--- src/rtl/mux_scan_pkg.sv ---
// Shared types for the channel multiplexer/sequencer: FSM encoding and mode values.
package mux_scan_pkg;

  typedef enum logic [1:0] {
    IDLE = 2'd0,
    MAN  = 2'd1,
    SCAN = 2'd2
  } state_e;

  localparam logic MODE_MAN  = 1'b0;
  localparam logic MODE_SCAN = 1'b1;

endpackage

--- src/rtl/mux_scan_if.sv ---
// Control, channel data and valid/ready output bundle between the producer side and mux_scan.
interface mux_scan_if #(
  parameter int N_CH  = 8,
  parameter int W     = 1,
  parameter int SEL_W = $clog2(N_CH)
);

  logic              en;
  logic              mode;
  logic [SEL_W-1:0]  sel_in;
  logic [N_CH*W-1:0] din;
  logic [W-1:0]      dout;
  logic [SEL_W-1:0]  sel_out;
  logic              dout_valid;
  logic              out_ready;
  logic              wrap;
  logic              sel_err;

  modport master (
    output en, mode, sel_in, din, out_ready,
    input  dout, sel_out, dout_valid, wrap, sel_err
  );

  modport slave (
    input  en, mode, sel_in, din, out_ready,
    output dout, sel_out, dout_valid, wrap, sel_err
  );

endinterface

--- src/rtl/mux_scan_sel.sv ---
// Combinational N_CH:1 selector over a packed channel bus; out-of-range selects yield zero.
module mux_scan_sel #(
  parameter int N_CH  = 8,
  parameter int W     = 1,
  parameter int SEL_W = $clog2(N_CH)
) (
  input  logic [N_CH*W-1:0] din_i,
  input  logic [SEL_W-1:0]  sel_i,
  output logic [W-1:0]      dout_o
);

  logic [W-1:0] ch [N_CH];

  for (genvar gi = 0; gi < N_CH; gi++) begin : g_unpack
    assign ch[gi] = din_i[gi*W +: W];
  end

  // Compare against every legal index so selects >= N_CH fall through to zero.
  always_comb begin
    dout_o = '0;
    for (int k = 0; k < N_CH; k++) begin
      if (sel_i == SEL_W'(k)) begin
        dout_o = ch[k];
      end
    end
  end

endmodule

--- src/rtl/mux_scan.sv ---
// Registered N_CH-channel multiplexer with manual select or automatic dwell-timed scanning,
// delivering each captured sample over a valid/ready handshake.
module mux_scan
  import mux_scan_pkg::*;
#(
  parameter int N_CH  = 8,
  parameter int W     = 1,
  parameter int SEL_W = $clog2(N_CH),
  parameter int DWELL = 1
) (
  input  logic      clk,
  input  logic      rst_n,
  mux_scan_if.slave bus
);

  localparam int               CNT_W      = $clog2(DWELL + 1);
  localparam logic [CNT_W-1:0] DWELL_LAST = CNT_W'(DWELL - 1);
  localparam logic [SEL_W-1:0] LAST_CH    = SEL_W'(N_CH - 1);
  localparam logic [SEL_W:0]   N_CH_EXT   = (SEL_W + 1)'(N_CH);

  state_e           state_q, state_d;
  logic [SEL_W-1:0] ptr_q, ptr_d;
  logic [CNT_W-1:0] dwell_q, dwell_d;
  logic [W-1:0]     dout_q, dout_d;
  logic [SEL_W-1:0] sel_out_q, sel_out_d;
  logic             valid_q, valid_d;
  logic             wrap_q, wrap_d;
  logic             sel_err_q, sel_err_d;

  logic             slot_free;
  logic             capture;
  logic [SEL_W-1:0] cap_ch;
  logic [W-1:0]     cap_data;

  assign slot_free = !valid_q || bus.out_ready;
  assign cap_ch    = (state_q == SCAN) ? ptr_q : bus.sel_in;

  mux_scan_sel #(
    .N_CH  (N_CH),
    .W     (W),
    .SEL_W (SEL_W)
  ) u_sel (
    .din_i  (bus.din),
    .sel_i  (cap_ch),
    .dout_o (cap_data)
  );

  always_comb begin
    state_d   = state_q;
    ptr_d     = ptr_q;
    dwell_d   = dwell_q;
    wrap_d    = 1'b0;
    sel_err_d = 1'b0;
    capture   = 1'b0;

    // A blocked output slot freezes the whole sequencer, not just the output.
    if (slot_free) begin
      if (!bus.en) begin
        state_d = IDLE;
      end else begin
        case (state_q)
          IDLE: begin
            if (bus.mode == MODE_SCAN) begin
              state_d = SCAN;
              ptr_d   = '0;
              dwell_d = DWELL_LAST;
            end else begin
              state_d = MAN;
            end
          end
          MAN: begin
            if (bus.mode == MODE_SCAN) begin
              state_d = SCAN;
              ptr_d   = '0;
              dwell_d = DWELL_LAST;
            end else begin
              capture   = 1'b1;
              sel_err_d = ({1'b0, bus.sel_in} >= N_CH_EXT);
            end
          end
          SCAN: begin
            if (bus.mode == MODE_MAN) begin
              state_d = MAN;
            end else if (dwell_q == '0) begin
              capture = 1'b1;
              wrap_d  = (ptr_q == LAST_CH);
              ptr_d   = (ptr_q == LAST_CH) ? '0 : ptr_q + SEL_W'(1);
              dwell_d = DWELL_LAST;
            end else begin
              dwell_d = dwell_q - CNT_W'(1);
            end
          end
          default: state_d = IDLE;
        endcase
      end
    end

    dout_d    = capture ? cap_data : dout_q;
    sel_out_d = capture ? cap_ch : sel_out_q;
    valid_d   = capture || (valid_q && !bus.out_ready);
  end

  always_ff @(posedge clk) begin
    if (!rst_n) begin
      state_q   <= IDLE;
      ptr_q     <= '0;
      dwell_q   <= DWELL_LAST;
      dout_q    <= '0;
      sel_out_q <= '0;
      valid_q   <= 1'b0;
      wrap_q    <= 1'b0;
      sel_err_q <= 1'b0;
    end else begin
      state_q   <= state_d;
      ptr_q     <= ptr_d;
      dwell_q   <= dwell_d;
      dout_q    <= dout_d;
      sel_out_q <= sel_out_d;
      valid_q   <= valid_d;
      wrap_q    <= wrap_d;
      sel_err_q <= sel_err_d;
    end
  end

  assign bus.dout       = dout_q;
  assign bus.sel_out    = sel_out_q;
  assign bus.dout_valid = valid_q;
  assign bus.wrap       = wrap_q;
  assign bus.sel_err    = sel_err_q;

endmodule
--- src/flat_wrapper.sv ---
// flat-port wrapper written by rule: the top's interface ports become plain ports
module mux_scan_flat import mux_scan_pkg::*;
#(
  parameter int N_CH  = 8,
  parameter int W     = 1,
  parameter int SEL_W = $clog2(N_CH),
  parameter int DWELL = 1
)
  (clk, rst_n, bus_en, bus_mode, bus_sel_in, bus_din, bus_out_ready, bus_dout, bus_sel_out, bus_dout_valid, bus_wrap, bus_sel_err);
  mux_scan_if #(.N_CH(N_CH), .W(W), .SEL_W(SEL_W)) bus_i ();
  input  logic clk;
  input  logic rst_n;
  input wire logic [$bits(bus_i.en)-1:0] bus_en;
  input wire logic [$bits(bus_i.mode)-1:0] bus_mode;
  input wire logic [$bits(bus_i.sel_in)-1:0] bus_sel_in;
  input wire logic [$bits(bus_i.din)-1:0] bus_din;
  input wire logic [$bits(bus_i.out_ready)-1:0] bus_out_ready;
  output wire logic [$bits(bus_i.dout)-1:0] bus_dout;
  output wire logic [$bits(bus_i.sel_out)-1:0] bus_sel_out;
  output wire logic [$bits(bus_i.dout_valid)-1:0] bus_dout_valid;
  output wire logic [$bits(bus_i.wrap)-1:0] bus_wrap;
  output wire logic [$bits(bus_i.sel_err)-1:0] bus_sel_err;
  assign bus_i.en = bus_en;
  assign bus_i.mode = bus_mode;
  assign bus_i.sel_in = bus_sel_in;
  assign bus_i.din = bus_din;
  assign bus_i.out_ready = bus_out_ready;
  assign bus_dout = bus_i.dout;
  assign bus_sel_out = bus_i.sel_out;
  assign bus_dout_valid = bus_i.dout_valid;
  assign bus_wrap = bus_i.wrap;
  assign bus_sel_err = bus_i.sel_err;
  mux_scan #(.N_CH(N_CH), .W(W), .SEL_W(SEL_W), .DWELL(DWELL)) u_core (.clk(clk), .rst_n(rst_n), .bus(bus_i));
endmodule
--- config.mk ---
export PLATFORM = sky130hd
export DESIGN_NAME = mux_scan_flat
export DESIGN_NICKNAME = d
export VERILOG_FILES = /design/src/rtl/mux_scan_pkg.sv /design/src/rtl/mux_scan_if.sv /design/src/rtl/mux_scan_sel.sv /design/src/rtl/mux_scan.sv /design/src/flat_wrapper.sv
export SDC_FILE = /design/constraint.sdc
export NUM_CORES = 1
export LEC_CHECK = 0
export CAP_MARGIN = 5
export CORE_MARGIN = 2
export CORE_UTILIZATION = 25
export CTS_BUF_LIST = sky130_fd_sc_hd__clkbuf_8
export DETAILED_ROUTE_END_ITERATION = 10
export DONT_BUFFER_PORTS = 1
export GPL_TIMING_DRIVEN = 0
export PLACE_DENSITY = 0.41
export SKIP_CTS_REPAIR_TIMING = 1
export SLEW_MARGIN = 20
export SYNTH_ARGS = -nofsm -noshare
export SYNTH_HDL_FRONTEND = slang
export SYNTH_SLANG_ARGS = --single-unit
--- constraint.sdc ---
create_clock -name clk -period 2.9 [get_ports clk]
set_input_delay 0.58 -clock clk [delete_from_list [all_inputs] [get_ports clk]]
set_output_delay 0.58 -clock clk [all_outputs]
set_load 0.03 [all_outputs]
==> impl_metrics.json, run 1 <==
{
  "min_to": "u_core.bus.dout",
  "cp-end-kind": "flip-flop",
  "grt_pass1_vias": 553,
  "seq_area_um2": 220,
  "hpwlAfterDp_mm": 1.13,
  "r2r_end": "u_core.bus.dout",
  "holdCritStartpoint": "rst_n",
  "holdPathStages": 2,
  "regToRegSetupSlack_ns": 1.22,
  "worst_pin_slew_ns": 0.473,
  "synth-seq-area-share": 0.316,
  "fin_nets": 98,
  "synth_cell_type_count": 29,
  "cellPowerDensity_nw_per_um2": 463,
  "hp-class": "in2reg",
  "overflow": 0,
  "die_x_um": 56.8,
  "viasPerCell": 5.05,
  "clock_skew_ns": 0.00503,
  "stdcell_count": 110,
  "multi_input_area_um2": 433,
  "clock_path_buffers": 2,
  "dp.cells": 106,
  "path_max_fanout": 5,
  "post-place-ws_ns": 1.19,
  "n_fill_cell": 301,
  "finalPower_uw": 362,
  "port_buffers": 0,
  "peakVddDrop_uv": 352,
  "grt_usage": 0.105,
  "path_clk_slew_ns": 0.06,
  "synth_area_leader_cell": "dfxtp_1",
  "layout-drive-gt1-share": 0.190,
  "rows": 19,
  "diodes": 0,
  "cp-startpoint": "u_core.state_q[1]",
  "globalplace.congestion": 0.761,
  "drv_cap": 0,
  "final_hold_viol_count": 0,
  "cts-root-buf": "clkbuf_8",
  "critPathKind": "reg2reg",
  "initial_core_util": 0.257,
  "synth_nets": 93,
  "drc": 0,
  "dr.first_iter.drc_count": 15,
  "die_h_um": 56.8,
  "dr.pass1.iters": 4,
  "antenna_found_initial": 0,
  "vias": 555,
  "yosysWarnings": 0,
  "synthTopCellsByArea": "dfxtp_1, mux2i_1, nor2b_1",
  "synth_ff_type": "dfxtp_1",
  "routedWlPerCell_um": 14.1,
  "synth-edff-count": 0,
  "ios": 23,
  "die_area_um2": 3230,
  "rsz0062_at_grt": "no",
  "synth_seq_cells": 11,
  "timing.hold.ws_ns": 0.481,
  "clock_sinks": 11,
  "synth_top_cell_area_share": 0.316,
  "cp.required_ns": 3.02,
  "worst_slack_ns": 1.22,
  "synthCells": 75,
  "tritoncts": "done",
  "fmax_mhz": 595,
  "p_leak_uw": 0.000309,
  "maxSlewViolCount": 0,
  "status": "complete, no violations",
  "ff2ff_path_depth": 5,
  "grt_max_degree": 11,
  "layout_min_cycle_time_ns": 1.68,
  "timing.slew.headroom": 0.676,
  "cts_buffers": 3,
  "r2r-start": "u_core.state_q[1]",
  "crit_path_start_kind": "flip-flop",
  "finalCritPeriodShare": 0.580,
  "syn_area_um2": 697,
  "antenna_left": 0,
  "worstPathArrival_ns": 1.80,
  "avgSynthCellArea_um2": 9.29,
  "finalSetupViolCount": 0,
  "core_area_um2": 2710,
  "cts.htree.levels": 1,
  "wl_mm": 1.55,
  "syn_to_final_growth_pct": 12.2,
  "async_flop_share": 0,
  "worst_skew_pair.late_latency_ns": 0.24,
  "grt_pass1_wl_mm": 2.57,
  "fin_setup_tns_ns": 0
}
worst max path at each step:
stage,endpoint,depth (start not counted)
final,u_core.bus.dout,5
after global routing,u_core.bus.dout,5
after CTS,u_core.bus.dout,5
after detailed placement,u_core.bus.dout,5
after global placement,u_core.bus.dout,5
after floorplan,u_core.bus.dout,5
cells by family after synthesis:
| kind of cell | Yosys count | synth area share |
|---|---|---|
| fa+ha+maj | 2 | 0.0359 |
| flops | 11 | 0.316 |
| mux | 7 | 0.101 |
| buf+inv | 6 | 0.0628 |
| other cells | 1 | 0.00538 |
| compound gates | 19 | 0.221 |
| simple gates | 29 | 0.259 |
sequential cells by signal (all words and copies together) (netlist names):
signal,flops
u_core.ptr_q,3
u_core.bus.wrap,1
u_core.bus.dout_valid,1
u_core.state_q,2
u_core.bus.dout,1
u_core.bus.sel_out,3
metal layers:
metal  wire (um)  GRT usage
met1         750      0.138
met2         692      0.158
met3          95     0.0484
met4           9     0.0199
met5           0          0
synthesized netlist by cell type, types with 2 or more instances:
cell      count
a211oi_1      3
a21boi_0      2
a21oi_1       2
a22oi_1       3
a31oi_1       2
and3_1        2
and4bb_2      2
buf_6         2
dfxtp_1      11
ha_1          2
mux2i_1       7
nand2_1       8
nor2_1        3
nor2b_1       9
o211a_1       3
placed cells by master, fill, tap and decap left out, drive strengths merged, types with 2 or more instances in the layout:
| master | count |
|---|---|
| nor2b | 10 |
| nor2 | 3 |
| a21boi | 2 |
| a22oi | 3 |
| nand2 | 8 |
| a31oi | 2 |
| a21oi | 2 |
| and4bb | 2 |
| dfxtp | 11 |
| clkbuf | 5 |
| o211a | 3 |
| ha | 2 |
| a211oi | 4 |
| mux2i | 7 |
| and3 | 2 |
| buf | 4 |
critical path, cell delays in order (launching register included):
cell and delay (ns):
dfxtp_1 0.37, nor2b_4 0.22, mux2i_1 0.46, and4bb_2 0.28
a31oi_1 0.14, a31oi_1 0.10
power by group:
group | switching (uW) | total, uW | internal [uW]
registers | 8.09 | 163 | 155
logic | 21.9 | 42.9 | 21.0
clock network | 60.9 | 155 | 94.6
total | 90.9 | 362 | 271
final cells by class:
| class | instances | area share |
|---|---|---|
| clock inverters | 1 | 0.00640 |
| multi-input cells | 58 | 0.554 |
| well taps | 31 | 0.0496 |
| flip-flops and latches | 11 | 0.282 |
| plain buffers | 6 | 0.0560 |
| clock buffers | 3 | 0.0528 |
metrics by stage:
step                      utilization  instance area (um2)
after detailed placement        0.271                  736
after floorplan                     -                  697
final                           0.289                  782
after global routing            0.289                  782
after CTS                       0.289                  782
after global placement          0.271                  736
(Power assumes the default switching activity.)
==> inputs of run 2 (changes only) <==
--- a/config.mk
+++ b/config.mk
@@ -12,7 +12,7 @@
 export DETAILED_ROUTE_END_ITERATION = 10
 export DONT_BUFFER_PORTS = 1
 export GPL_TIMING_DRIVEN = 0
-export PLACE_DENSITY = 0.41
+export PLACE_DENSITY = 0.43
 export SKIP_CTS_REPAIR_TIMING = 1
 export SLEW_MARGIN = 20
 export SYNTH_ARGS = -nofsm -noshare
==> constraint.sdc (replaced) <==
create_clock -name clk -period 1.5 [get_ports clk]
set_input_delay 0.3 -clock clk [delete_from_list [all_inputs] [get_ports clk]]
set_output_delay 0.3 -clock clk [all_outputs]
set_load 0.03 [all_outputs]
==> run 2 against run 1 <==
Power up 100%; register-to-register slack lost 1.2 ns; clock skew shrank 0.00054 ns; via count increased by 0.54%; combinational power increased to 2.7 times the previous value; wire length grew 2.7%; sequential power grew 94%; first-iteration DRC count shrank 33%; critical path depth is the same; largest power group unchanged.
==> impl_metrics.json, run 2 (synthesized netlist as in run 1, its figures left out) <==
{
  "worst_skew_pair.late_latency_ns": 0.24,
  "fin_setup_tns_ns": 0,
  "dp.cells": 106,
  "ios": 23,
  "grt_max_degree": 11,
  "crit_chain": "nor2b_4, mux2i_4, and4bb_2, a31oi_1, a31oi_1",
  "viasPerCell": 4.77,
  "drc": 0,
  "holdPathStages": 2,
  "clock_skew_ns": 0.00449,
  "initial_core_util": 0.257,
  "stdcell_count": 117,
  "worst_slack_ns": 0.00232,
  "r2r-start": "u_core.state_q[0]",
  "path_delay_family": "simple AND/OR/NAND/NOR gates",
  "power_frac_clock": 0.407,
  "layout-drive-gt1-share": 0.302,
  "dr.first_iter.drc_count": 10,
  "syn_to_final_growth_pct": 27.3,
  "finalSetupViolCount": 0,
  "core_area_um2": 2710,
  "wl_mm": 1.59,
  "swShare": 0.247,
  "worst_path_max_delay_cell": "dfxtp_2",
  "grt_pass1_vias": 542,
  "globalplace.congestion": 0.749,
  "finalPower_uw": 726,
  "p_comb_frac": 0.158,
  "cts.htree.levels": 1,
  "final_hold_viol_count": 0,
  "cp.required_ns": 1.62,
  "diodes": 0,
  "pwr-share-seq": 0.435,
  "hpwlAfterDp_mm": 1.10,
  "crit_buf_inv": 0,
  "status": "complete, no violations",
  "cp-end-kind": "flip-flop",
  "post-place-ws_ns": -0.238,
  "cellPowerDensity_nw_per_um2": 818,
  "top_usage_layer": "met2",
  "grtUsageMet3": 0.0415,
  "antenna_left": 0,
  "use_met2": 0.158,
  "r2r_end": "u_core.bus.dout",
  "grt_pass1_wl_mm": 2.46,
  "grtUsageMet1": 0.121,
  "peakVddDrop_uv": 664,
  "cpPeakStageDelay_ns": 0.34,
  "die_x_um": 56.8,
  "tritoncts": "done",
  "critPathKind": "reg2reg",
  "worstPathArrival_ns": 1.62,
  "p_switching_uw": 179,
  "cts_buffers": 3,
  "p_int_uw": 547,
  "layout_min_cycle_time_ns": 1.50,
  "fin_nets": 105,
  "ff2ff_path_depth": 5,
  "overflow": 0,
  "finalCritPeriodShare": 0.998,
  "cpMostUsedCell": "a31oi_1",
  "path_clk_slew_ns": 0.05,
  "antenna_found_initial": 0,
  "routedWlPerCell_um": 13.6,
  "grt_usage": 0.0973,
  "die_h_um": 56.8,
  "path_max_fanout": 5,
  "vias": 558,
  "die_area_um2": 3230,
  "fmax_mhz": 668,
  "rows": 19,
  "drv_cap": 0,
  "maxSlewViolCount": 0,
  "regToRegSetupSlack_ns": 0.002,
  "dr.pass1.iters": 4,
  "clock_sinks": 11,
  "hp-class": "in2reg",
  "crit_path_start_kind": "flip-flop",
  "cts-root-buf": "clkbuf_8",
  "holdCritStartpoint": "rst_n",
  "port_buffers": 0,
  "min_to": "u_core.bus.dout",
  "final_cell_mix": "nor2b_1, dfxtp_1, nand2_1",
  "clock_path_buffers": 2,
  "rsz0062_at_grt": "yes",
  "p_leak_uw": 0.000354
}
## run 2: cell types whose count changed in the layout (fill, tap and decap cells not counted), moves of 2 or more
cell | before | now
buf_4 | 1 | 7
dfxtp_1 | 11 | 9
dfxtp_2 | 0 | 2
mux2i_1 | 7 | 5
mux2i_4 | 0 | 2
## run 2: final cells by class
class                      count  area (um2)
buffer                         6        43.8
clock buffer                   3        41.3
clock inverter                 1        5.00
fill                         307        1820
multi-input combinational     58         470
sequential                    11         223
tap                           31        38.8
timing repair buffer           7        65.1
## run 2: power by group through the flow
stage | Sequential, uW | Combinational [uW] | Clock, uW
finish | 316 | 115 | 295
global route | 316 | 123 | 325
CTS | 316 | 83.6 | 311
floorplan | 320 | 70.0 | 0
global placement | 322 | 82.5 | 0
detailed placement | 322 | 82.9 | 0
## run 2: metal layers
layer	vias up	part of all wire
li1	294	-
met1	251	0.43
met2	13	0.52
met3	0	0.050
met4	0	0
met5	-	0
## run 2: worst max-delay path by stage
stage	startpoint	endpoint	slack (ns)	cells past startpoint
2_1_floorplan	u_core.state_q[1]	u_core.bus.dout	0.03	5
3_3_place_gp	u_core.state_q[1]	u_core.bus.dout	-0.21	5
3_5_place_dp	u_core.state_q[1]	u_core.bus.dout	-0.24	5
4_1_cts	u_core.state_q[1]	u_core.bus.dout	-0.24	5
5_1_grt	u_core.state_q[1]	u_core.bus.dout	-0.09	5
6_report	u_core.state_q[0]	u_core.bus.dout	0.002	5
## run 2: metrics by stage
step | util | cell area (um2) | hold slack (ns)
floorplan | - | 697 | 0.438
global placement | 0.271 | 736 | 0.447
detailed placement | 0.271 | 736 | 0.452
CTS | 0.289 | 782 | 0.194
global route | 0.327 | 887 | 0.218
finish | 0.327 | 887 | 0.202
